===== src/rtl/core_seq_ctrl.sv =====
// Sequencer for one full WS convolution pass on core: core reset, weight load,
// activation feed and psum drain per kij, then readout. TILE2_EN doubles the weight-load beats.
module core_seq_ctrl #(
  parameter int COL     = 8,
  parameter int LEN_NIJ = 36,
  parameter int LEN_KIJ = 9,
  parameter int RST_CYC = 10,
  parameter int DRAIN   = 30,
  parameter int W_BASE  = 1024,
  parameter int ADDR_W  = 11
) (
  input  logic              clk,
  input  logic              reset,
  input  logic              start,
  input  logic              stall,
  output logic              busy,
  output logic              done,
  output logic              core_rst,
  output logic [1:0]        inst_w,
  output logic              CEN_xmem,
  output logic              WEN_xmem,
  output logic [ADDR_W-1:0] A_xmem,
  output logic [3:0]        kij,
  output logic              readout_start,
  output logic [3:0]        dbg_state
);

`ifdef TILE2_EN
  localparam int NW = 2 * COL;
`else
  localparam int NW = COL;
`endif

  localparam int CMAX_A = (RST_CYC > DRAIN) ? RST_CYC : DRAIN;
  localparam int CMAX_B = (NW > LEN_NIJ) ? NW : LEN_NIJ;
  localparam int CMAX   = (CMAX_A > CMAX_B) ? CMAX_A : CMAX_B;
  localparam int CW     = $clog2(CMAX + 1);

  localparam logic [CW-1:0]     C_RST   = CW'(RST_CYC);
  localparam logic [CW-1:0]     C_DRAIN = CW'(DRAIN);
  localparam logic [CW-1:0]     C_NW    = CW'(NW);
  localparam logic [CW-1:0]     C_NIJ   = CW'(LEN_NIJ);
  localparam logic [CW-1:0]     C_ONE   = CW'(1);
  localparam logic [3:0]        K_LAST  = 4'(LEN_KIJ - 1);
  localparam logic [ADDR_W-1:0] A_WBASE = ADDR_W'(W_BASE);

  localparam logic [3:0] S_IDLE  = 4'd0;
  localparam logic [3:0] S_CRST  = 4'd1;
  localparam logic [3:0] S_CGAP  = 4'd2;
  localparam logic [3:0] S_WLOAD = 4'd3;
  localparam logic [3:0] S_WGAP  = 4'd4;
  localparam logic [3:0] S_AFEED = 4'd5;
  localparam logic [3:0] S_DRAIN = 4'd6;
  localparam logic [3:0] S_RDOUT = 4'd7;
  localparam logic [3:0] S_DONE  = 4'd8;

  // Handshake: stall is a level back-pressure input sampled on each rising edge;
  // while high in WLOAD/AFEED the next cycle is a bubble and the pending beat waits.
  logic [3:0]        state_q, state_d;
  logic [CW-1:0]     cnt_q, cnt_d, pend;
  logic              bub_q, bub_d;
  logic [3:0]        kij_q, kij_d;
  logic              busy_q, busy_d, done_q, done_d, core_rst_q, core_rst_d;
  logic [1:0]        inst_w_q, inst_w_d;
  logic              cen_q, cen_d, rdst_q, rdst_d, feed;
  logic [ADDR_W-1:0] a_q, a_d;

  // In feed states cnt_q is the beat shown this cycle unless bub_q marks a bubble.
  always_comb begin
    state_d = state_q;
    cnt_d   = cnt_q;
    bub_d   = 1'b0;
    kij_d   = kij_q;
    pend    = bub_q ? cnt_q : cnt_q + C_ONE;
    case (state_q)
      S_IDLE: if (start) begin
        state_d = S_CRST;
        cnt_d   = '0;
        kij_d   = '0;
      end
      S_CRST: if (cnt_q == C_RST) begin
        state_d = S_CGAP;
        cnt_d   = '0;
      end else cnt_d = cnt_q + C_ONE;
      S_CGAP: if (cnt_q == C_ONE) begin
        state_d = S_WLOAD;
        cnt_d   = '0;
      end else cnt_d = cnt_q + C_ONE;
      S_WLOAD: if (pend == C_NW) begin
        state_d = S_WGAP;
        cnt_d   = '0;
      end else begin
        cnt_d = pend;
        bub_d = stall;
      end
      S_WGAP: begin
        state_d = S_AFEED;
        cnt_d   = '0;
      end
      S_AFEED: if (pend == C_NIJ) begin
        state_d = S_DRAIN;
        cnt_d   = '0;
      end else begin
        cnt_d = pend;
        bub_d = stall;
      end
      S_DRAIN: if (cnt_q == C_DRAIN) begin
        cnt_d = '0;
        if (kij_q == K_LAST) state_d = S_RDOUT;
        else begin
          state_d = S_CRST;
          kij_d   = kij_q + 4'd1;
        end
      end else cnt_d = cnt_q + C_ONE;
      S_RDOUT: state_d = S_DONE;
      S_DONE:  state_d = S_IDLE;
      default: state_d = S_IDLE;
    endcase
  end

  // Outputs are registered from the next state so they line up with state_q.
  always_comb begin
    feed       = ((state_d == S_WLOAD) || (state_d == S_AFEED)) && !bub_d;
    busy_d     = (state_d != S_IDLE) && (state_d != S_DONE);
    done_d     = (state_d == S_DONE);
    core_rst_d = (state_d == S_CRST);
    rdst_d     = (state_d == S_RDOUT);
    cen_d      = !feed;
    inst_w_d   = 2'b00;
    a_d        = '0;
    if (feed) begin
      if (state_d == S_WLOAD) begin
        inst_w_d = 2'b01;
        a_d      = A_WBASE + ADDR_W'(cnt_d);
      end else begin
        inst_w_d = 2'b10;
        a_d      = ADDR_W'(cnt_d);
      end
    end
  end

  always_ff @(posedge clk or negedge reset) begin
    if (!reset) begin
      state_q    <= S_IDLE;
      cnt_q      <= '0;
      bub_q      <= 1'b0;
      kij_q      <= '0;
      busy_q     <= 1'b0;
      done_q     <= 1'b0;
      core_rst_q <= 1'b0;
      inst_w_q   <= 2'b00;
      cen_q      <= 1'b1;
      a_q        <= '0;
      rdst_q     <= 1'b0;
    end else begin
      state_q    <= state_d;
      cnt_q      <= cnt_d;
      bub_q      <= bub_d;
      kij_q      <= kij_d;
      busy_q     <= busy_d;
      done_q     <= done_d;
      core_rst_q <= core_rst_d;
      inst_w_q   <= inst_w_d;
      cen_q      <= cen_d;
      a_q        <= a_d;
      rdst_q     <= rdst_d;
    end
  end

  assign busy          = busy_q;
  assign done          = done_q;
  assign core_rst      = core_rst_q;
  assign inst_w        = inst_w_q;
  assign CEN_xmem      = cen_q;
  assign WEN_xmem      = 1'b1;
  assign A_xmem        = a_q;
  assign kij           = kij_q;
  assign readout_start = rdst_q;
  assign dbg_state     = state_q;

endmodule


===== config.mk =====
export PLATFORM = sky130hd
export DESIGN_NAME = core_seq_ctrl
export DESIGN_NICKNAME = d
export VERILOG_FILES = /design/src/rtl/core_seq_ctrl.sv
export SDC_FILE = /design/constraint.sdc
export NUM_CORES = 1
export LEC_CHECK = 0
export ABC_AREA = 1
export BUFFER_PORTS_ARGS = -buffer_cell sky130_fd_sc_hd__buf_2
export CORE_MARGIN = 10
export CORE_UTILIZATION = 40
export CTS_CLUSTER_DIAMETER = 150
export DETAILED_ROUTE_END_ITERATION = 12
export HOLD_SLACK_MARGIN = 0.03
export PLACE_DENSITY_LB_ADDON = 0.25
export SETUP_SLACK_MARGIN = 0.3
export SLEW_MARGIN = 15
export SYNTH_ARGS = -nofsm -noshare
export SYNTH_HDL_FRONTEND = slang
export SYNTH_SLANG_ARGS = --single-unit

===== constraint.sdc =====
create_clock -name clk -period 3.2 [get_ports clk]
set_input_delay 0.32 -clock clk [delete_from_list [all_inputs] [get_ports clk]]
set_output_delay 0.32 -clock clk [all_outputs]
set_load 0.05 [all_outputs]

==> run_results.csv, run 1 <==
group,metric,value,unit
outcome,outcome,"completed",
sta,fmax,506,MHz
place,io_buffers,25,
clock_tree,cts_tree,"done",
setup_path,cp-startpoint,"cnt_q[0]",
clock_tree,postCtsHoldBufs,0,
setup_path,worstSetupPathType,"reg2reg",
setup_path,cp-start-kind,"flip-flop",
detailed_routing,vias,1460,
logic_synthesis,synth.distinct_cells,30,
detailed_routing,firstDrtPassIters,5,
detailed_routing,drc_errors,0,
cells_and_area,antenna_cells,0,
place,place_congestion,0.919,
setup_path,arrival,2.15,ns
floorplanning,die_w,86.0,microns
clock_tree,cts_sinks,28,
setup_path,cp_common_cell,"nand2_1",
floorplanning,fp.dieArea,0.00740,sq mm
place,postPlaceCellArea,0.00190,sq mm
grt,grt_use_total,10.6,%
floorplanning,initial_core_util,42.4,%
sta,fin_tns_setup,0,ns
logic_synthesis,synth_top_area_cell,"dfrtp_1",
sta,finalHoldViolCount,0,
cells_and_area,layout-drive-gt1-share,27.2,%
sta,setup_viol,0,
logic_synthesis,yosysWarnings,0,
cells_and_area,design_area,0.00195,sq mm
grt,gr-total-overflow,0,
clock_tree,cts_root_buffer,"clkbuf_8",
cells_and_area,area_growth,12.0,%
logic_synthesis,syn_area,0.00174,sq mm
power,leakagePower,1.07,nW
cells_and_area,fin_cells,300,
sta,period_share,61.8,%
sta,holdWs,0.0318,ns
detailed_routing,wl_met1,1800,microns
floorplanning,placementRows,23,
detailed_routing,drtIter0Drc,53,
power,powerDensity,923,mW/mm^2
logic_synthesis,synth-async-reset-ratio,100,%
sta,slew_violations,0,
sta,finClkSkew,0.00936,ns
setup_path,slowest_delay,0.44,ns
detailed_routing,wl,3860,microns
clock_tree,ctsHtreeMaxLevel,1,
logic_synthesis,yosysMostFrequentCell,"nand2_1",
setup_path,crit_chain,"inv_1 > ha_1 > nand2_1 > nand2_1 > nand2_1 > nor2_1 > nand3_2 > inv_1 > nand2_1 > a21oi_2 > nand2_2 > nand2_4 > nor2_2",
logic_synthesis,synth_area_leaders,"dfrtp_1, nand2_1, inv_1",
detailed_routing,drtAntennaViolNets,0,
logic_synthesis,synth_area_per_cell,7.78,sq um
detailed_routing,dr_wl_met2,1740,microns
sta,setup_ws,1.22,ns
place,placed_cells,296,
detailed_routing,top_layer_used,"met4",
sta,rsz0062_at_grt,"no",
grt,antenna_found_initial,0,
detailed_routing,avgRoutedWirePerCell,12.9,microns
setup_path,reg2reg_depth,13,
setup_path,crit_slowest_cell,"dfrtp_1",
logic_synthesis,synth_seq_area_share,40.3,%
clock_tree,cts_buffers,3,
floorplanning,core_region_area,0.00412,sq mm
power,ir_drop,0.344,mV
detailed_routing,via_per_inst,4.87,
clock_tree,cts.clk_slew.worst_paths,0.10,ns
run,maxCapViolCount,0,
setup_path,path_max_fanout,7,
clock_tree,clk-insertion-delay-late,0.28,ns
floorplanning,io_pins,31,
sta,period_minus_slack,1.98,ns
clock_tree,cts_resized,0,
sta,slew-limit-headroom,59.6,%
logic_synthesis,synth-seq-cells,28,
cells_and_area,final_nets,260,
logic_synthesis,synthFlopType,"dfrtp_1",
min_path,hp-class,"in2async",
logic_synthesis,syn_inst,224,
grt,grt_max_degree,29,
setup_path,r2r_start,"cnt_q[0]",
logic_synthesis,synth_common_cells,"nand2_1, inv_1, dfrtp_1",
detailed_routing,routed-wl-met3,255,microns
sta,tightestPinTransition,0.606,ns
grt,grt_pass1_vias,1427,
setup_path,critPathRequiredTime,3.37,ns
logic_synthesis,yosys.area.top_type_share,38.8,%
clock_tree,cts_setup_buffers,0,
logic_synthesis,synth_edf_count,0,
grt,grt_pass1_wl,6570,microns
clock_tree,cts_buffer_depth,2,
place,dp_slack,1.22,ns
place,hpwl,3020,microns
floorplanning,die_h,86.0,microns
setup_path,cp-end-kind,"flip-flop",
## cells in the final DEF (no fill, tap or decap), types with 2 or more instances in the layout
master	n
inv_2	5
a21oi_1	5
dfrtp_1	27
nor2_1	17
a31oi_1	5
o21ai_0	6
nor3_1	2
ha_1	5
nand2_2	9
a32oi_1	2
nor2_2	8
nand3_2	6
conb_1	5
nand3_1	8
o21ai_2	2
o21ai_1	4
buf_2	25
clkbuf_8	4
nand4_1	5
nand2_1	53
inv_1	33
nand2_4	5
## metrics by stage
step           power [mW]  utilization [%]
2_1_floorplan        1.36                -
3_3_place_gp         1.58             46.1
3_5_place_dp         1.59             46.1
4_1_cts              1.82             47.4
5_1_grt              1.95             47.4
6_report             1.80             47.4
## report_power, final
| part | switching, mW | internal (mW) |
|---|---|---|
| combinational | 0.758 | 0.274 |
| clock | 0.115 | 0.110 |
| sequential | 0.0976 | 0.447 |
| total | 0.971 | 0.831 |
## path summary, 6_finish.rpt
check	end	slack [ns]
max	A_xmem[3]	1.22
min	done	0.03
max reg2reg	A_xmem[3]	1.22
min reg2reg	kij[2]	0.51
max in group asynchronous	A_xmem[3]	2.76
min in group clk	bub_q	0.29
## sequential cells by signal, indices dropped and copies added, names as in the netlist
name and count:
A_xmem 6, cnt_q 6, dbg_state 4, kij 4, inst_w 2, CEN_xmem 1
bub_q 1, busy 1, core_rst 1, done 1, readout_start 1
## cell type report
class / instances / area, sq um
flip-flops and latches: 28 / 702
well taps: 50 / 62.6
fillers: 443 / 2160
inverters: 39 / 146
multi-input cells: 154 / 861
clock buffers: 4 / 55.1
repair buffers: 25 / 125
## critical path, delay by kind of cell (launching register included)
family,cells,cell delay (ns)
and+or+nand+nor,9,0.79
buffers and inverters,2,0.18
adders and majority gates,1,0.31
AOI/OAI and AO/OA,1,0.16
DFF,1,0.44
## cell families (layout without fill, tap and decap cells)
group / Yosys count / in the layout / share of synthesized area, %
compound gates: 28 / 28 / 10.7
simple gates: 115 / 115 / 33.5
xor+xnor: 1 / 1 / 0.503
fa+ha+maj: 5 / 5 / 3.59
other cells: 2 / 5 / 0.431
flops: 28 / 28 / 40.3
buf+inv: 45 / 68 / 11.0
## metal layers
metal	track usage, %	up-vias
li1	-	754
met1	13.3	667
met2	16.6	33
met3	3.97	6
met4	2.99	0
met5	0	-
(Power assumes the default switching activity.)
==> run 2: changes to the inputs <==
Clock period 3.2 ns to 1.7 ns, I/O delays scaled along.
==> run 2 against run 1 <==
- the flow now finishes with violations (negative setup slack)
- clock-buffer cell count is the same
- die area is the same
- flip-flop and latch count is the same
- first-iteration DRC count grew 21%
- maximum frequency grew 5.2%
- hold slack gained 0.14 ns
- clock power grew 86%
- combinational power grew to 2.8 times the previous value
- register-to-register slack lost 1.4 ns
- routed wire length grew 19%
- setup slack lost 1.4 ns
- critical path type unchanged
- largest cell class unchanged
==> run_results.csv, run 2 (synthesis results as in run 1) <==
group,metric,value,unit
outcome,outcome,"finished with violations",
outcome,violations,"negative setup slack",
detailed_routing,drtIter0Drc,64,
detailed_routing,top_layer_used,"met4",
setup_path,critPathRequiredTime,1.87,ns
detailed_routing,drc_errors,0,
detailed_routing,firstDrtPassIters,5,
grt,grt_pass1_wl,7530,microns
sta,period_minus_slack,1.88,ns
clock_tree,ctsHtreeMaxLevel,1,
sta,setup_viol,15,
cells_and_area,design_area,0.00252,sq mm
detailed_routing,wl,4610,microns
sta,fmax,532,MHz
grt,antenna_found_initial,0,
power,ir_drop,0.861,mV
detailed_routing,drtAntennaViolNets,0,
clock_tree,cts_buffer_depth,2,
clock_tree,clk-insertion-delay-late,0.28,ns
grt,grt_use_total,12.2,%
clock_tree,cts_sinks,28,
cells_and_area,antenna_cells,0,
grt,grt_max_degree,29,
sta,finalHoldViolCount,0,
clock_tree,cts_buffers,3,
floorplanning,fp.dieArea,0.00740,sq mm
min_path,hp-class,"in2reg",
sta,finClkSkew,0.0104,ns
cells_and_area,final_cell_mix,"nand2_1, buf_4, buf_2, inv_1, nand2_2",
place,io_buffers,25,
sta,rsz0062_at_grt,"yes",
place,place_congestion,0.911,
cells_and_area,layout-drive-gt1-share,54.6,%
floorplanning,io_pins,31,
setup_path,arrival,2.05,ns
floorplanning,core_region_area,0.00412,sq mm
cells_and_area,final_nets,292,
floorplanning,die_h,86.0,microns
setup_path,r2r_end,"A_xmem[3]",
setup_path,worstSetupPathType,"reg2reg",
setup_path,cp-end-kind,"flip-flop",
setup_path,reg2reg_slack,-0.18,ns
floorplanning,placementRows,23,
detailed_routing,wl_met1,1920,microns
sta,slew-limit-headroom,58.9,%
setup_path,cp-start-kind,"flip-flop",
power,powerDensity,1730,mW/mm^2
cells_and_area,layout_commonest_cell,"nand2_1",
clock_tree,cts.clk_slew.worst_paths,0.09,ns
sta,period_share,111,%
setup_path,r2r_start,"cnt_q[1]",
min_path,hold_depth,3,
sta,slew_violations,0,
run,maxCapViolCount,0,
detailed_routing,routed-wl-met3,277,microns
setup_path,path_max_fanout,7,
sta,setup_ws,-0.179,ns
clock_tree,cts_tree,"done",
place,postPlaceCellArea,0.00208,sq mm
min_path,holdPathEnd,"bub_q",
setup_path,cp-startpoint,"cnt_q[1]",
power,leakagePower,1.26,nW
place,dp_slack,-0.160,ns
clock_tree,cts_root_buffer,"clkbuf_8",
sta,tightestPinTransition,0.617,ns
detailed_routing,vias,1618,
grt,grt_pass1_vias,1662,
min_path,min_from,"stall",
detailed_routing,avgRoutedWirePerCell,13.9,microns
place,hpwl,3350,microns
grt,gr-total-overflow,0,
floorplanning,die_w,86.0,microns
detailed_routing,via_per_inst,4.87,
cells_and_area,area_growth,44.5,%
setup_path,reg2reg_depth,12,
detailed_routing,dr_wl_met2,2400,microns
floorplanning,initial_core_util,42.4,%
-- run 2: per-layer routing --
layer  GRT usage (%)  vias to the layer above
li1                -                      813
met1            13.4                      774
met2            22.6                       29
met3            3.88                        2
met4            2.10                        0
met5               0                        -
-- run 2: power breakdown --
| group | total (mW) | switching, mW | internal (mW) |
|---|---|---|---|
| registers | 1.07 | 0.211 | 0.855 |
| clock network | 0.419 | 0.211 | 0.208 |
| logic | 2.88 | 1.87 | 1.01 |
-- run 2: final cells by class --
class	instances	area, sq um
inverter	39	153
tap	50	62.6
fill	368	1600
multi-input combinational	154	1150
sequential	28	714
timing repair buffer	57	387
clock buffer	4	55.1
-- run 2: how the worst max path moves through the flow --
stage,to,slack [ns],cells past startpoint
2_1_floorplan,A_xmem[2],-0.03,13
3_5_place_dp,A_xmem[1],-0.16,13
6_report,A_xmem[3],-0.18,12
5_1_grt,A_xmem[3],-0.26,13
4_1_cts,A_xmem[1],-0.15,13
3_3_place_gp,A_xmem[1],-0.12,13
-- run 2: worst max-delay path: stages (launching register included) --
cell and delay, ns:
dfrtp_2 0.47, ha_4 0.30, nand2_4 0.05, nand2_2 0.08
nand2_4 0.06, inv_2 0.05, nand2_2 0.05, nor2_4 0.12
nand3_4 0.12, o21ai_4 0.19, nand2_2 0.11, nand2_8 0.13
nor2_4 0.05
-- run 2: repair_timing --
action / in CTS / in global routing
buffers inserted: 8 / 6
hold buffers: 1 / 0
pin swaps: 16 / 24
endpoints found under the hold margin: 27 / 0
gates resized for setup: 24 / 45
setup endpoints to repair: 22 / 25
-- run 2: per-stage QoR --
step | TNS, ns | util (%) | power, mW | hold WS, ns | std cells
after floorplan | -0.158 | - | 2.67 | -0.126 | 227
after global placement | -1.03 | 50.7 | 3.26 | 0.219 | 313
after detailed placement | -1.61 | 50.7 | 3.29 | 0.226 | 313
after CTS | -1.53 | 55.5 | 3.87 | 0.136 | 326
after global routing | -3.45 | 61.2 | 4.70 | 0.180 | 332
final | -1.90 | 61.2 | 4.36 | 0.174 | 332
